===== src/rtl/multicycle_ctrl.sv =====
// Control FSM for the multi-cycle MIPS-subset CPU.
// Steps each instruction through IF/ID/EXE/MEM/WB and drives every datapath
// write enable and mux select. All outputs are combinational from the state,
// opcode, funct and zero; write enables are forced low while Reset is low.
module multicycle_ctrl (
    input  logic       CLK,
    input  logic       Reset,
    input  logic [5:0] opcode,
    input  logic [5:0] funct,
    input  logic       zero,
    output logic       PCWre,
    output logic [1:0] PCSrc,
    output logic       IRWre,
    output logic       RegWre,
    output logic       RegDst,
    output logic       ALUSrcB,
    output logic [2:0] ALUOp,
    output logic       ExtSel,
    output logic       mRD,
    output logic       mWR,
    output logic       DBDataSrc,
    output logic [3:0] state
);

    localparam logic [5:0] OP_RTYPE = 6'b000000;
    localparam logic [5:0] OP_ADDI  = 6'b001000;
    localparam logic [5:0] OP_ORI   = 6'b001101;
    localparam logic [5:0] OP_LW    = 6'b100011;
    localparam logic [5:0] OP_SW    = 6'b101011;
    localparam logic [5:0] OP_BEQ   = 6'b000100;
    localparam logic [5:0] OP_BNE   = 6'b000101;
    localparam logic [5:0] OP_J     = 6'b000010;
    localparam logic [5:0] HALT_OP  = 6'b111111;

    typedef enum logic [3:0] {
        S_IF     = 4'b0000,
        S_ID     = 4'b0001,
        S_EXE_AL = 4'b0010,
        S_WB_AL  = 4'b0011,
        S_EXE_BR = 4'b0100,
        S_EXE_LS = 4'b0101,
        S_MEM    = 4'b0110,
        S_WB_LD  = 4'b0111,
        S_HALT   = 4'b1000
    } state_t;

    state_t state_q, state_d;

    // Raw enables before the reset gate.
    logic       pc_we, ir_we, reg_we, mem_rd, mem_wr;

    // ALU controls shared by EXE_AL and WB_AL (held across both states).
    logic [2:0] al_op;
    logic       al_srcb, al_ext, al_wr_ok;
    logic [2:0] r_op;
    logic       r_valid;

    // State register; reset forces IF asynchronously.
    always_ff @(posedge CLK or negedge Reset) begin
        if (!Reset) state_q <= S_IF;
        else        state_q <= state_d;
    end

    // R-type funct decode; an unknown funct maps to add and blocks writeback.
    always_comb begin
        r_op    = 3'b000;
        r_valid = 1'b1;
        case (funct)
            6'b100000: r_op = 3'b000;
            6'b100010: r_op = 3'b001;
            6'b100100: r_op = 3'b010;
            6'b100101: r_op = 3'b011;
            6'b101010: r_op = 3'b100;
            default:   r_valid = 1'b0;
        endcase
    end

    // ALU-class instruction controls (R-type, addi, ori).
    always_comb begin
        al_op    = 3'b000;
        al_srcb  = 1'b0;
        al_ext   = 1'b0;
        al_wr_ok = 1'b1;
        if (opcode == OP_RTYPE) begin
            al_op    = r_op;
            al_wr_ok = r_valid;
        end else if (opcode == OP_ADDI) begin
            al_srcb = 1'b1;
            al_ext  = 1'b1;
        end else if (opcode == OP_ORI) begin
            al_srcb = 1'b1;
            al_op   = 3'b011;
        end
    end

    // Next-state and output decode; every output defaults to 0.
    always_comb begin
        state_d   = state_q;
        pc_we     = 1'b0;
        PCSrc     = 2'b00;
        ir_we     = 1'b0;
        reg_we    = 1'b0;
        RegDst    = 1'b0;
        ALUSrcB   = 1'b0;
        ALUOp     = 3'b000;
        ExtSel    = 1'b0;
        mem_rd    = 1'b0;
        mem_wr    = 1'b0;
        DBDataSrc = 1'b0;
        case (state_q)
            S_IF: begin
                ir_we   = 1'b1;
                state_d = S_ID;
            end
            S_ID: begin
                case (opcode)
                    OP_RTYPE, OP_ADDI, OP_ORI: state_d = S_EXE_AL;
                    OP_BEQ, OP_BNE:            state_d = S_EXE_BR;
                    OP_LW, OP_SW:              state_d = S_EXE_LS;
                    OP_J: begin
                        pc_we   = 1'b1;
                        PCSrc   = 2'b10;
                        state_d = S_IF;
                    end
                    HALT_OP: state_d = S_HALT;
                    default: begin
                        // Unknown opcode retires as a NOP.
                        pc_we   = 1'b1;
                        state_d = S_IF;
                    end
                endcase
            end
            S_EXE_AL: begin
                ALUSrcB = al_srcb;
                ExtSel  = al_ext;
                ALUOp   = al_op;
                state_d = S_WB_AL;
            end
            S_WB_AL: begin
                ALUSrcB = al_srcb;
                ExtSel  = al_ext;
                ALUOp   = al_op;
                RegDst  = (opcode == OP_RTYPE);
                reg_we  = al_wr_ok;
                pc_we   = 1'b1;
                state_d = S_IF;
            end
            S_EXE_BR: begin
                ALUOp = 3'b001;
                pc_we = 1'b1;
                if ((opcode == OP_BEQ && zero) || (opcode == OP_BNE && !zero))
                    PCSrc = 2'b01;
                state_d = S_IF;
            end
            S_EXE_LS: begin
                ALUSrcB = 1'b1;
                ExtSel  = 1'b1;
                state_d = S_MEM;
            end
            S_MEM: begin
                ALUSrcB = 1'b1;
                ExtSel  = 1'b1;
                if (opcode == OP_LW) begin
                    mem_rd  = 1'b1;
                    state_d = S_WB_LD;
                end else begin
                    mem_wr  = (opcode == OP_SW);
                    pc_we   = 1'b1;
                    state_d = S_IF;
                end
            end
            S_WB_LD: begin
                reg_we    = 1'b1;
                DBDataSrc = 1'b1;
                pc_we     = 1'b1;
                state_d   = S_IF;
            end
            S_HALT:  state_d = S_HALT;
            default: state_d = S_IF;
        endcase
    end

    // Reset gate keeps every write enable low during and across an abort.
    assign PCWre  = pc_we  & Reset;
    assign IRWre  = ir_we  & Reset;
    assign RegWre = reg_we & Reset;
    assign mRD    = mem_rd & Reset;
    assign mWR    = mem_wr & Reset;
    assign state  = state_q;

endmodule


===== config.mk =====
export PLATFORM = sky130hd
export DESIGN_NAME = multicycle_ctrl
export DESIGN_NICKNAME = d
export VERILOG_FILES = /design/src/rtl/multicycle_ctrl.sv
export SDC_FILE = /design/constraint.sdc
export NUM_CORES = 1
export LEC_CHECK = 0
export CELL_PAD_IN_SITES_DETAIL_PLACEMENT = 2
export CELL_PAD_IN_SITES_GLOBAL_PLACEMENT = 2
export CORE_MARGIN = 3
export CORE_UTILIZATION = 20
export CTS_CLUSTER_DIAMETER = 50
export DETAILED_ROUTE_END_ITERATION = 16
export PLACE_DENSITY = 0.81
export SLEW_MARGIN = 20
export SYNTH_ARGS = -nofsm -noshare
export SYNTH_HDL_FRONTEND = slang
export SYNTH_SLANG_ARGS = --single-unit

===== constraint.sdc =====
create_clock -name CLK -period 2.19 [get_ports CLK]
set_clock_uncertainty 0.1 [all_clocks]
set_input_delay 0.438 -clock CLK [delete_from_list [all_inputs] [get_ports CLK]]
set_output_delay 0.438 -clock CLK [all_outputs]
set_load 0.02 [all_outputs]

== After elaboration in Yosys (flattened, before gate mapping) ==
Index checks and enable logic that the tools add are counted.
Widths: inputs -> output; s select.

* Flip-flop bits (word level): 4
* Word-level logic and storage cells: 72
* Output and inout port bits: 18
* Bits of input ports: 15

* Bitwise logic cells: 5
* Reduce and logical (&&, ||, !) cells: 14
* Muxes and demuxes: 31
* Equality and inequality tests: 21

{| class="wikitable"
|+ Operators with widths
! cell !! count
|-
| $eq 6x6->1 const B || 8
|-
| $pmux 4 s6 || 1
|-
| $mux 1 || 17
|-
| $eq 4x3->1 const B || 4
|-
| $pmux 4 s4 || 1
|-
| $eq 6x3->1 const B || 2
|-
| $eq 6x4->1 const B || 2
|-
| $pmux 3 s4 || 1
|-
| $eq 4x2->1 const B || 2
|-
| $reduce_or 2->1 || 4
|-
| $reduce_or 8->1 || 1
|-
| $eq 6x2->1 const B || 1
|-
| $logic_not 6->1 || 1
|-
| $mux 2 || 3
|-
| $mux 3 || 2
|-
| $pmux 1 s2 || 3
|-
| $pmux 3 s2 || 1
|-
| $reduce_or 3->1 || 2
|-
| $and 1x1->1 || 5
|-
| $reduce_or 5->1 || 1
|-
| $eq 4x1->1 const B || 1
|-
| $eq 4x4->1 const B || 1
|-
| $logic_not 4->1 || 1
|-
| $pmux 2 s2 || 1
|-
| other kinds (4) || 5
|}

== Logic depth before layout (Yosys ltp) ==
Gate-level depths: netlist of run 1.

* Word-level depth: 6
* Gate-level depth with buffers: 5
* Depth with buffers taken out: 4

== Least setup slack after synthesis of run 1 ==
No wires, ideal clock.

* Path kind: input to output
* Start point: input opcode[0]
* End point: output ALUOp[0]
* Buffers on the path: 1
* Path slack: 0.010 ns
* Arrival time: 1.642 ns
* Required time: 1.652 ns
* Stages: 4
* Cell sequence: buf_2 nor3_1 a31oi_1 o31ai_1

* Word-level cells in the longest chain between the ends: 5
* Elaborated cells on any way between the ends: 7
* Those cells by class: eq/ne (2); mux (4); reduce/logical (1)

{| class="wikitable"
|+ Ends and longest elaborated chain
! what !! line !! text
|-
| start: declaration || 8 || <nowiki>input logic [5:0] opcode,</nowiki>
|-
| $eq 6x4->1 || 90 || <nowiki>end else if (opcode == OP_ORI) begin</nowiki>
|-
| $mux 2 || 90 ||
|-
| $mux 2 || 87 || <nowiki>end else if (opcode == OP_ADDI) begin</nowiki>
|-
| $mux 3 (*) || 84 || <nowiki>if (opcode == OP_RTYPE) begin</nowiki>
|-
| $pmux 3 s2 (*) || 110 || <nowiki>case (state_q)</nowiki>
|-
| end: declaration || 17 || <nowiki>output logic [2:0] ALUOp,</nowiki>
|}

Every way passes the cells marked *; elsewhere a longest branch is shown, timed or not.

== Worst setup path after layout of run 1 ==
* Start point: input opcode[3]
* End point: output PCWre

* Word-level cells in the longest chain between the ends: 5
* Elaborated cells on any way between the ends: 13
* Those cells by class: eq/ne (7); mux (3); bitwise (1); reduce/logical (2)

{| class="wikitable"
|+ Ends and longest elaborated chain
! what !! line !! text
|-
| $eq 6x4->1, or another cell as far along || 116 || <nowiki>case (opcode)</nowiki>
|-
| $reduce_or 8->1 (no line) || n/a ||
|-
| $mux 1 || 116 ||
|-
| $pmux 1 s3 (*) || 110 ||
|-
| $and 1x1->1 (*) || 184 || <nowiki>assign PCWre = pc_we & Reset;</nowiki>
|-
| end: declaration || 11 || <nowiki>output logic PCWre,</nowiki>
|}

Marks and branches as above.

==> results.json, run 1 <==
{
  "ys_types": 40,
  "wl_met2_mm": 2.530,
  "initial_core_util_pct": 21.30,
  "grt_pass1_vias": 1283,
  "p_int_mw": 0.4992,
  "hold_ws_ns": 0.1729,
  "min_path_type": "input port to async pin",
  "drive_gt1_share_pct": 61.31,
  "worst-slew-pin-transition_ns": 0.5056,
  "placement_rows": 20,
  "vias_per_cell": 5.269,
  "post-dp-hpwl_mm": 2.989,
  "layout_commonest_cell": "buf_4",
  "syn_inst": 89,
  "finalCritPeriodShare_pct": 103.3,
  "ant_nets": 0,
  "cts_root_buffer": "clkbuf_4",
  "cts_tree": "yes",
  "powerDensity_mw_per_mm2": 616.8,
  "required_ns": 1.65,
  "wl_per_cell_um": 23.04,
  "grt_usage_pct": 22.88,
  "power.leakage_nw": 0.6966,
  "crit_path_cell_trace": "buf_8 > or4b_4 > a21oi_4 > nand3b_1 > o32ai_2 > buf_4",
  "start_kind": "input port",
  "coreArea_mm2": 0.003078,
  "dpl_cell_area_mm2": 0.001270,
  "synth_warnings": 0,
  "status": "finished with violations",
  "die_h_um": 63.26,
  "synth_edf_count": 0,
  "arrival_ns": 1.72,
  "grt_max_degree": 14,
  "synth-seq-cells": 4,
  "synth_nets": 104,
  "synth_flop_cell": "dfrtp_1",
  "postCtsHoldBufs": 0,
  "rr_worst_depth": 5,
  "end_kind": "output port",
  "fin_ws_ns": -0.07206,
  "slew-limit-headroom_pct": 66.01,
  "clk_pin_slew_ns": 0.04,
  "max_stage_delay_ns": 0.56,
  "fillers": 344,
  "grt_first_pass_wirelength_mm": 7.086,
  "seq_area_um2": 102.6,
  "num_io_pins": 33,
  "path_buf_inv": 2,
  "cts_buffer_depth": 2,
  "cp.depth": 6,
  "synth_area_leader_cell": "dfrtp_1",
  "rsz0062_at_grt": "true",
  "dp_worst_setup_slack_ns": -0.9686,
  "seq_area_frac_synth_pct": 15.27,
  "drc": 0,
  "die_w_um": 63.26,
  "clkPwrFrac_pct": 10.4,
  "avgSynthCellArea_um2": 7.367,
  "topRoutingLayerUsed": "met4",
  "wl_met3_um": 186,
  "async_flop_share_pct": 100.0,
  "cts_sinks": 4,
  "fmax_mhz": 442.1,
  "htree_num_levels": 1,
  "io_buffers": 32,
  "multi_input_area_um2": 640.6,
  "firstDrtPassIters": 4,
  "nNetsFinal": 185,
  "slew_violations": 0,
  "design.die.area_mm2": 0.004001,
  "fin_area_mm2": 0.001496,
  "drt-total-wl_mm": 4.885,
  "grt-ovfl-total": 0,
  "gp_congestion": 0.8442,
  "layout_common_cells": "buf_4, buf_2, buf_6",
  "synth_top_cell_area_share_pct": 15.27,
  "power_mw": 0.9230,
  "instances_no_fill": 212,
  "slowest_stage": "or4b_4",
  "max-vdd-ir-drop_v": 0.0005240,
  "period_minus_slack_ns": 2.262,
  "switching_share_pct": 45.92,
  "syn_area_um2": 655.6,
  "cp_top_family": "simple AND/OR/NAND/NOR gates",
  "crit_type": "input port to output port",
  "p_seq_share_pct": 14.0,
  "p_switching_mw": 0.4238,
  "largest_register_ffs": 4,
  "violations": "negative setup slack",
  "dr_total_vias": 1117,
  "cap_viol_max_count": 0,
  "ys_top_cells_by_area": "dfrtp_1, nor3_1, nand2b_1",
  "antenna_found_initial": 0,
  "power.share.combinational_pct": 75.6,
  "finalSetupViolations": 3,
  "drtIter0Drc": 35,
  "dp.cells": 195,
  "r2r_slack_ns": 0.61,
  "worstPathMaxFanout": 3,
  "antenna_cells": 0,
  "cts_made_buffers": 3,
  "met1_length_mm": 2.019,
  "clock_latency_ns": 0.24,
  "area_growth_pct": 128.2,
  "hold_viol": 0
}
## per-layer routing
metal | vias up | GRT usage, %
li1 | 500 | -
met1 | 566 | 27.66
met2 | 36 | 41.50
met3 | 15 | 4.635
met4 | 0 | 4.852
met5 | - | 0
## cells by family after synthesis
family / share of synthesized area, %
xor+xnor: 2.672
buf+inv: 8.779
compound gates: 23.47
simple gates: 48.28
flops: 15.27
mux: 1.527
## synthesized netlist by cell type (2+ instances only)
master	instances
clkbuf_1	2
buf_2	4
o21ai_0	3
nand4_1	3
and3b_1	2
dfrtp_1	4
a21oi_1	4
nor4_1	3
nor2_1	7
nand3_1	3
nand3b_1	4
nand2_1	4
inv_1	3
a21oi_2	2
xnor2_1	2
nand2b_1	5
o31ai_1	2
nor3_1	10
## power by group through the flow
stage / Sequential, mW / Clock, mW / Combinational (mW)
after global routing: 0.132 / 0.114 / 0.734
after detailed placement: 0.116 / 0 / 0.583
after global placement: 0.114 / 0 / 0.551
after CTS: 0.119 / 0.0972 / 0.618
after floorplan: 0.137 / 0 / 0.246
final: 0.129 / 0.0956 / 0.698
## metrics by stage
| step | setup TNS, ns | utilization [%] |
|---|---|---|
| global placement | -8.374 | 41.26 |
| global route | -0.2424 | 48.62 |
| finish | -0.08484 | 48.62 |
| CTS | -0.01956 | 45.28 |
| detailed placement | -9.804 | 41.26 |
| floorplan | 0 | - |
## area by class of cell
type / instances / share of cell area (%)
Tap cell: 44 / 3.679
Timing Repair Buffer: 84 / 44.40
Inverter: 3 / 0.7525
Clock buffer: 3 / 1.505
Sequential cell: 4 / 6.856
Multi-Input combinational cell: 74 / 42.81
## worst reg2reg max path, stage by stage (launching register included)
cell,delay [ns]
dfrtp_2,0.44
nor2b_4,0.18
nor4b_4,0.31
o21bai_4,0.20
buf_4,0.14
o21ba_1,0.14
## final timing paths
check                               start  endpoint
worst min register to register   state[1]  state[3]
min in group CLK                 state[1]  state[3]
worst max-delay path            opcode[3]     PCWre
worst max register to register   state[0]  state[0]
max in group asynchronous           Reset  state[0]
worst min-delay path                Reset  state[2]
## repair_timing
| action | CTS | global route |
|---|---|---|
| gates resized for setup | 108 | 34 |
| setup endpoints to repair | 14 | 11 |
| pin swaps | 10 | 9 |
| cloned | 0 | 0 |
| buffers inserted | 9 | 5 |
(Power assumes the default switching activity.)
==> inputs of run 2 (changes only) <==
CAP_MARGIN = 10   (was default)
CORE_MARGIN = 2   (was 3)
clock period = 2.2 ns   (was 2.19 ns; I/O delays follow)
==> run 2 against run 1 <==
Against the previous run:
- the flow now finishes without violations
- non-clock buffer count fell by 16
- cell area down 11%
- clock power is 0.4% lower
- setup slack improved by 0.074 ns
- worst hold slack improved by 0.042 ns
- die area fell by 6.2%
- power is 8.3% lower
- largest cell class is now multi-input combinational cells
==> results.json, run 2 (same netlist as run 1, synthesis figures left out) <==
{
  "power.leakage_nw": 0.5973,
  "arrival_ns": 1.66,
  "post-dp-hpwl_mm": 2.739,
  "placement_rows": 20,
  "start_kind": "input port",
  "rsz0062_at_grt": "true",
  "cts_sinks": 4,
  "slew_violations": 0,
  "vias_per_cell": 4.944,
  "switching_share_pct": 45.64,
  "grt_first_pass_wirelength_mm": 5.823,
  "power.share.combinational_pct": 74.8,
  "worstPathMaxFanout": 3,
  "gp_congestion": 0.8051,
  "layout_common_cells": "buf_4, buf_2, nor2_1, nor3_1, dlygate4sd2_1",
  "htree_num_levels": 1,
  "fin_ws_ns": 0.002215,
  "required_ns": 1.66,
  "finalSetupViolations": 0,
  "nNetsFinal": 169,
  "layout_commonest_cell": "buf_4",
  "initial_core_util_pct": 21.30,
  "grt-ovfl-total": 0,
  "die_w_um": 61.26,
  "dr_total_vias": 969,
  "fillers": 363,
  "end_kind": "output port",
  "drive_gt1_share_pct": 53.29,
  "clock_latency_ns": 0.24,
  "cts_tree": "yes",
  "antenna_cells": 0,
  "cap_viol_max_count": 0,
  "cts_made_buffers": 3,
  "area_growth_pct": 104.2,
  "clkPwrFrac_pct": 11.2,
  "fmax_mhz": 455.0,
  "p_seq_share_pct": 14.0,
  "wl_per_cell_um": 19.33,
  "hold_viol": 0,
  "io_buffers": 32,
  "firstDrtPassIters": 4,
  "fin_tns_setup_ns": 0,
  "finalCritPeriodShare_pct": 99.90,
  "p_switching_mw": 0.3863,
  "fin_area_mm2": 0.001339,
  "grt_max_degree": 14,
  "drt-total-wl_mm": 3.788,
  "drc": 0,
  "cts_root_buffer": "clkbuf_4",
  "antenna_found_initial": 0,
  "grt_pass1_vias": 1083,
  "min_path_type": "input port to async pin",
  "powerDensity_mw_per_mm2": 632.2,
  "power_mw": 0.8464,
  "period_minus_slack_ns": 2.198,
  "coreArea_mm2": 0.003078,
  "slew-limit-headroom_pct": 77.43,
  "dpl_cell_area_mm2": 0.001225,
  "ant_nets": 0,
  "status": "complete, no violations",
  "dp_worst_setup_slack_ns": -0.7653,
  "cts_buffer_depth": 2,
  "design.die.area_mm2": 0.003752,
  "p_int_mw": 0.4602,
  "num_io_pins": 33,
  "largest_register_ffs": 4,
  "crit_type": "input port to output port",
  "worst-slew-pin-transition_ns": 0.3357,
  "clk_pin_slew_ns": 0.04,
  "grt_usage_pct": 21.36,
  "drtIter0Drc": 16,
  "max-vdd-ir-drop_v": 0.0003201,
  "die_h_um": 61.26
}
run 2: through the flow:
| step | cells | hold WS, ns | util, % |
|---|---|---|---|
| 2_1_floorplan | 89 | 0.04441 | - |
| 3_3_place_gp | 189 | 0.5298 | 39.80 |
| 3_5_place_dp | 189 | 0.5576 | 39.80 |
| 4_1_cts | 195 | 0.2066 | 41.87 |
| 5_1_grt | 196 | 0.2130 | 43.50 |
| 6_report | 196 | 0.2153 | 43.50 |
run 2: critical path: stages:
cell	delay, ns
buf_8	0.10
or4b_4	0.56
a21oi_4	0.17
nand3b_1	0.14
o32ai_2	0.08
buf_4	0.17
run 2: final timing paths:
path                            from  endpoint  slack (ns)  depth (start not counted)
max                        opcode[1]     PCWre       0.002                          6
min                            Reset  state[1]        0.22                          2
max reg2reg                 state[0]  state[0]        0.70                          5
min reg2reg                 state[1]  state[3]        0.58                          2
max in group asynchronous      Reset  state[2]        1.66                          2
min in group CLK            state[1]  state[3]        0.58                          2
run 2: per-layer routing:
| metal | vias up | routed length [um] | global-route usage (%) | part of all wire [%] |
|---|---|---|---|---|
| met4 | 0 | 31 | 3.416 | 0.82 |
| met1 | 476 | 1521 | 26.42 | 40 |
| met5 | - | 0 | 0 | 0 |
| met2 | 25 | 2125 | 39.97 | 56 |
| met3 | 4 | 109 | 2.521 | 2.9 |
| li1 | 464 | - | - | - |
run 2: cell type report:
| class | instances | area, um^2 | share of cell area (%) |
|---|---|---|---|
| well taps | 44 | 55.05 | 4.112 |
| repair buffers | 68 | 526.8 | 39.35 |
| inverters | 3 | 11.26 | 0.8411 |
| flip-flops and latches | 4 | 101.3 | 7.570 |
| multi-input cells | 74 | 621.8 | 46.45 |
| clock buffers | 3 | 22.52 | 1.682 |
run 2: repair_timing:
action,4_1_cts,5_1_grt
hold buffers,0,0
setup buffers,3,1
pin swaps,9,5
endpoints found under the setup margin,14,11
resized for setup,104,26
run 2: power by group through the flow:
stage               clock [mW]  combinational [mW]  sequential [mW]
global route             0.103               0.672            0.123
floorplan                    0               0.245            0.136
CTS                     0.0997               0.584            0.117
finish                  0.0952               0.633            0.118
detailed placement           0               0.573            0.117
global placement             0               0.535            0.114
